==> config.mk <==
export PLATFORM = sky130hd
export DESIGN_NAME = pipeline_ctrl
export DESIGN_NICKNAME = d
export VERILOG_FILES = /design/src/rtl/pipeline_ctrl.sv
export SDC_FILE = /design/constraint.sdc
export NUM_CORES = 1
export LEC_CHECK = 0
export ABC_CLOCK_PERIOD_IN_PS = 3100
export BUFFER_PORTS_ARGS = -buffer_cell sky130_fd_sc_hd__buf_2
export CAP_MARGIN = 20
export CORE_UTILIZATION = 54
export DETAILED_ROUTE_END_ITERATION = 7
export PLACE_DENSITY = 0.85
export SLEW_MARGIN = 10
export SYNTH_ARGS = -nofsm -noshare
export SYNTH_HDL_FRONTEND = slang
export SYNTH_SLANG_ARGS = --single-unit
==> constraint.sdc <==
create_clock -name clk -period 3.1 [get_ports clk]
set_clock_uncertainty 0.1 [all_clocks]
set_input_delay 0.31 -clock clk [delete_from_list [all_inputs] [get_ports clk]]
set_output_delay 0.31 -clock clk [all_outputs]
set_load 0.01 [all_outputs]
==> src/rtl/pipeline_ctrl.sv <==
// Pipeline control: boot/run/halt/step sequencing, load-use stall, redirect flush,
// ID-stage operand forwarding selects and saturating stall/flush statistics.
module pipeline_ctrl #(
  parameter int unsigned BOOT_CYCLES = 4,
  parameter int unsigned CNT_W       = 16
) (
  input  logic             clk,
  input  logic             rst,
  input  logic [4:0]       addr_rs_id,
  input  logic [4:0]       addr_rt_id,
  input  logic             rs_used_id,
  input  logic             rt_used_id,
  input  logic             is_store_id,
  input  logic             redirect_id,
  input  logic [4:0]       regw_addr_exe,
  input  logic             wb_wen_exe,
  input  logic             mem_ren_exe,
  input  logic [4:0]       regw_addr_mem,
  input  logic             wb_wen_mem,
  input  logic             mem_ren_mem,
  input  logic             debug_en,
  input  logic             debug_step,
  output logic             if_rst,
  output logic             id_rst,
  output logic             exe_rst,
  output logic             mem_rst,
  output logic             wb_rst,
  output logic             if_en,
  output logic             id_en,
  output logic             exe_en,
  output logic             mem_en,
  output logic             wb_en,
  output logic [1:0]       exe_fwd_a_ctrl,
  output logic [1:0]       exe_fwd_b_ctrl,
  output logic             mem_fwd_m,
  output logic [1:0]       state,
  output logic [CNT_W-1:0] stall_cnt,
  output logic [CNT_W-1:0] flush_cnt
);

  typedef enum logic [1:0] {
    StBoot = 2'd0,
    StRun  = 2'd1,
    StHalt = 2'd2,
    StStep = 2'd3
  } state_e;

  localparam logic [1:0] FwdReg    = 2'd0;
  localparam logic [1:0] FwdExeAlu = 2'd1;
  localparam logic [1:0] FwdMemAlu = 2'd2;
  localparam logic [1:0] FwdMemDm  = 2'd3;

  localparam int unsigned BootW = (BOOT_CYCLES > 2) ? $clog2(BOOT_CYCLES) : 1;
  localparam logic [BootW-1:0] BootOne = BootW'(1);
  localparam logic [CNT_W-1:0] CntOne  = CNT_W'(1);

  state_e           state_q, state_d;
  logic [BootW-1:0] boot_cnt_q, boot_cnt_d;
  logic [CNT_W-1:0] stall_cnt_q, stall_cnt_d;
  logic [CNT_W-1:0] flush_cnt_q, flush_cnt_d;
  logic             step_q;

  logic             step_rise;
  logic             boot_last;
  logic             active;
  logic             load_use;
  logic             flush;
  logic             store_data_bypass;
  logic [1:0]       fwd_a_raw;
  logic [1:0]       fwd_b_raw;

  // EXE result wins over MEM; a load still in EXE has no data yet, so it falls
  // through to the MEM check and the stall covers the gap.
  function automatic logic [1:0] fwd_sel(input logic used, input logic [4:0] addr);
    logic [1:0] sel;
    sel = FwdReg;
    if (used && (addr != 5'd0)) begin
      if (wb_wen_exe && (regw_addr_exe == addr) && !mem_ren_exe) begin
        sel = FwdExeAlu;
      end else if (wb_wen_mem && (regw_addr_mem == addr)) begin
        sel = mem_ren_mem ? FwdMemDm : FwdMemAlu;
      end
    end
    return sel;
  endfunction

  assign fwd_a_raw = fwd_sel(rs_used_id, addr_rs_id);
  assign fwd_b_raw = fwd_sel(rt_used_id, addr_rt_id);

  // Store data (rt) is picked up later in MEM, so it never stalls.
  assign load_use = wb_wen_exe && mem_ren_exe && (regw_addr_exe != 5'd0) &&
                    ((rs_used_id && (addr_rs_id == regw_addr_exe)) ||
                     (rt_used_id && !is_store_id && (addr_rt_id == regw_addr_exe)));

  assign store_data_bypass = is_store_id && mem_ren_exe && wb_wen_exe &&
                             (addr_rt_id != 5'd0) && (regw_addr_exe == addr_rt_id);

  assign active    = (state_q == StRun) || (state_q == StStep);
  assign flush     = active && redirect_id && !load_use;
  assign step_rise = debug_step && !step_q;
  assign boot_last = (BOOT_CYCLES <= 1) || (32'(boot_cnt_q) >= (BOOT_CYCLES - 1));

  always_comb begin
    state_d    = state_q;
    boot_cnt_d = boot_cnt_q;
    unique case (state_q)
      StBoot: begin
        boot_cnt_d = boot_cnt_q + BootOne;
        if (boot_last) begin
          state_d = StRun;
        end
      end
      StRun: begin
        if (debug_en) begin
          state_d = StHalt;
        end
      end
      StHalt: begin
        if (!debug_en) begin
          state_d = StRun;
        end else if (step_rise) begin
          state_d = StStep;
        end
      end
      StStep: begin
        state_d = debug_en ? StHalt : StRun;
      end
      default: state_d = StBoot;
    endcase
  end

  always_comb begin
    stall_cnt_d = stall_cnt_q;
    flush_cnt_d = flush_cnt_q;
    if (active && load_use && !(&stall_cnt_q)) begin
      stall_cnt_d = stall_cnt_q + CntOne;
    end
    if (flush && !(&flush_cnt_q)) begin
      flush_cnt_d = flush_cnt_q + CntOne;
    end
  end

  always_ff @(posedge clk) begin
    if (rst) begin
      state_q     <= StBoot;
      boot_cnt_q  <= '0;
      stall_cnt_q <= '0;
      flush_cnt_q <= '0;
      step_q      <= 1'b0;
    end else begin
      state_q     <= state_d;
      boot_cnt_q  <= boot_cnt_d;
      stall_cnt_q <= stall_cnt_d;
      flush_cnt_q <= flush_cnt_d;
      step_q      <= debug_step;
    end
  end

  always_comb begin
    if_rst         = 1'b0;
    id_rst         = 1'b0;
    exe_rst        = 1'b0;
    mem_rst        = 1'b0;
    wb_rst         = 1'b0;
    if_en          = 1'b0;
    id_en          = 1'b0;
    exe_en         = 1'b0;
    mem_en         = 1'b0;
    wb_en          = 1'b0;
    exe_fwd_a_ctrl = FwdReg;
    exe_fwd_b_ctrl = FwdReg;
    mem_fwd_m      = 1'b1;
    unique case (state_q)
      StBoot: begin
        if_rst  = 1'b1;
        id_rst  = 1'b1;
        exe_rst = 1'b1;
        mem_rst = 1'b1;
        wb_rst  = 1'b1;
      end
      StRun, StStep: begin
        if_en          = 1'b1;
        id_en          = 1'b1;
        exe_en         = 1'b1;
        mem_en         = 1'b1;
        wb_en          = 1'b1;
        exe_fwd_a_ctrl = fwd_a_raw;
        exe_fwd_b_ctrl = fwd_b_raw;
        mem_fwd_m      = !store_data_bypass;
        if (load_use) begin
          // Hold IF/ID, inject a bubble into EXE; a pending redirect waits.
          if_en   = 1'b0;
          id_en   = 1'b0;
          exe_rst = 1'b1;
        end else if (redirect_id) begin
          id_rst = 1'b1;
        end
      end
      default: ;
    endcase
  end

  assign state     = state_q;
  assign stall_cnt = stall_cnt_q;
  assign flush_cnt = flush_cnt_q;

endmodule

==> impl_results.md <==
- Post-synth top cells: dfxtp_1, nand2_1, nor2_1
- TritonCTS sink count: 37
- Post-route DRC violation count: 0
- Top-area cell type share of the netlist area: 0.317
- GRT Overall Usage: 0.260
- VDD IR max: about 400 uV
- Leading cell type by number of instances after synthesis: dfxtp_1
- Distinct cells, synth: between 50 and 60
- Crit path cell chain: ha_1 -> nand3_1 -> nor3_1 -> nor3b_1 -> o2111ai_1 -> or3_1 -> a21oi_1
- Status: finished clean
- Routing usage on met2: 0.455
- Prevailing post-synth register cell: dfxtp_1
- Max FO, Critical Path: 5
- Sequential power share: 0.456
- Global-route wire length before repair: around 9 mm
- Sw Share: 0.286
- Synth warn: 0
- Power per cell area: roughly 400 nW/um^2
- Die H: around 68 um
- Max incr delay on CP: roughly 0.44 ns
- RSZ-0062 raised after global routing: false
- Post-CTS Setup Bufs: 0
- Setup_tns: 0 ns
- FF-to-FF path depth: 7
- CTS root buf: clkbuf_8
- Final setup viols: 0
- Final hold viol count: 0
- Post-layout min period: 2.35 ns
- Number of global-route vias before repair: 2,039
- CTS tree: built
- Non-Filler Instances: 411
- Worst setup path endpoint: stall_cnt[10]
- Core Area: 4090 um^2
- Syn avg cell area: 8.10 um^2
- Clk network pwr share: 0.333
- Reg2Reg Capture Point: stall_cnt[10]
- Initial Utilization: 0.571
- Mapped Cells: between 200 and 300
- N_diodes: 0
- Clk slew on worst S/H paths: approximately 0.07 ns
- Seq cells post-synth: 37
- Post-synthesis cell area: 2330 um^2
- CTS Hold Bufs: 0
- Comb pwr share: 0.211
- DR iter-0 viols: 153
- Aggregate routed wire length: 5.73 mm
- Die width: a little under 70 um
- Row count: 23
- Routability cong.: about 0.83
- R2R Setup Slk: 0.75 ns
- Yosys top cell by area: dfxtp_1
- Crit path kind: flop to flop
- Gr ovfl total: 0
- Initial antenna violation count: 0
- Startpoint Class: flop
- Via count: ~2,400
- Area Overhead vs Synth: 20.6%
- Top post-synthesis cells by area: dfxtp_1, xnor2_1, a21oi_1, nand2_1, nor2_1
- H-tree depth: 2
- Post-synth EDFFs: 0
- # Max-Cap Violations: 0
- Clock tree buffer depth: 2
- Max Clk Rate: 426 MHz
- Grt met1 use: 0.317
- Critical path endpoint category: flop
- Critical path arrival: around 2.5 ns
- Via density: between 5 and 6
- Final ANT Viol Nets: 0
- NumNets Final: 395
- Pin slew with the least headroom to its limit: roughly 0.8 ns
- Crit Reg-Reg Startpoint: stall_cnt[0]
- Layout cells sized above 1: 0.271
- Met3 GRT Util: 0.0591
- Total CTS buffers: 5
- Pre-Repair DR Iteration Count: 4
- Critical Path RT: between 3 and 4 ns
- Int Pwr: between 0.7 and 0.8 mW
- Psw: around 0.32 mW
- Routed WL per cell: approximately 14 um
- I/O pin total: 81
- Sequential area share after synthesis: 0.317
- Hold Path Class: primary input to flop
- Die area: between 4000 and 5000 um^2
- Fillers: around 340
- Max-slew violations: 0
- Worst-Skew Late Latency: a little under 0.3 ns
- Largest net degree at the start of global routing: 48
- Final period utilization: 0.757
- Leakage power: ~1.1 nW
- Net Count, Synth: 323
- Final HPWL DP: roughly 4.3 mm
- Slew HR: 0.476
- Post-synthesis async set-or-reset flop share: 0
- CP max stage cell: nor3b_1
- Placed cell count: 403
- IO Port Bufs: 80
- PostCTS Resize Cnt: 0
- Crit path launch: stall_cnt[0]
- Gr busiest metal: met2
## critical path, delay by kind of cell, from the launching register on
family                   cells  cell delay (ns)
flip-flops                   1             0.36
AO/OA/AOI/OAI                2             0.44
adder cells (fa/ha/maj)      1             0.27
AND/OR/NAND/NOR              4             1.10
## layer usage
layer / up-vias / part of all wire
met5: - / 0
met4: 0 / 0.0068
met3: 4 / 0.070
met2: 87 / 0.48
met1: 1131 / 0.44
li1: 1206 / -
## registers in the layout, indices dropped and copies added, names as in the netlist
name	count
flush_cnt	16
step_q	1
stall_cnt	16
state	2
boot_cnt_q	2
## kinds of logic (layout without fill, tap and decap cells)
kind of cell / after synthesis / count (layout) / share of synthesized area
multiplexers: 6 / 6 / 0.0284
AND/OR/NAND/NOR: 135 / 135 / 0.328
buffers and inverters: 22 / 95 / 0.0483
AO/OA/AOI/OAI: 62 / 62 / 0.176
flip-flops: 37 / 37 / 0.317
adder cells (fa/ha/maj): 3 / 3 / 0.0161
XOR/XNOR: 23 / 23 / 0.0863
## power by group through the flow
stage / Clock [mW] / Combinational [mW] / Sequential (mW)
global placement: 0 / 0.233 / 0.522
CTS: 0.380 / 0.239 / 0.512
floorplan: 0 / 0.165 / 0.522
finish: 0.373 / 0.236 / 0.512
detailed placement: 0 / 0.237 / 0.523
global route: 0.399 / 0.264 / 0.516
## how the worst min path moves through the flow
| stage | to | slack (ns) | from | depth (start not counted) |
|---|---|---|---|---|
| detailed placement | boot_cnt_q[1] | 0.39 | boot_cnt_q[1] | 2 |
| floorplan | state[0] | 0.31 | debug_en | 1 |
| finish | state[0] | 0.11 | debug_en | 2 |
| global route | state[0] | 0.11 | debug_en | 2 |
| CTS | state[0] | 0.11 | debug_en | 2 |
| global placement | boot_cnt_q[1] | 0.37 | boot_cnt_q[1] | 2 |
## cells in the final DEF, fill, tap and decap left out, types with 3 or more instances in the layout
master    instances
buf_2            80
clkbuf_8          7
nand4_1          11
nand2b_1          3
a21o_1            3
o31ai_1           7
nand3_1          15
nor2_1           21
xor2_1            9
inv_1             6
or4_1            10
and2_1            5
or3_1             8
a21oi_1          19
o21ai_0          15
nand2_1          22
nor2b_1           9
nor3_1            8
dfxtp_1          37
xnor2_1          14
and3_1            4
mux2_2            5
nor4_1            5
nor3b_1           3
ha_1              3
## layout make-up
| type | instances | area (um^2) | share of cell area |
|---|---|---|---|
| Clock buffer | 7 | 96.3 | 0.0342 |
| Tap cell | 50 | 62.6 | 0.0222 |
| Inverter | 6 | 22.5 | 0.00800 |
| Timing Repair Buffer | 81 | 408 | 0.145 |
| Sequential cell | 37 | 741 | 0.263 |
| Multi-Input combinational cell | 229 | 1480 | 0.526 |
| Clock inverter | 1 | 5.00 | 0.00178 |
## through the flow
step | power, mW | cell area, um^2 | utilization | worst slack (ns) | hold WS (ns)
after global routing | 1.18 | 2820 | 0.689 | 0.533 | 0.111
after global placement | 0.755 | 2710 | 0.664 | 0.749 | 0.372
final | 1.12 | 2820 | 0.689 | 0.753 | 0.112
after detailed placement | 0.759 | 2710 | 0.664 | 0.642 | 0.392
after floorplan | 0.687 | 2330 | - | 0.957 | 0.309
after CTS | 1.13 | 2820 | 0.689 | 0.795 | 0.108
No activity file was read; power rests on OpenSTA's default activity.
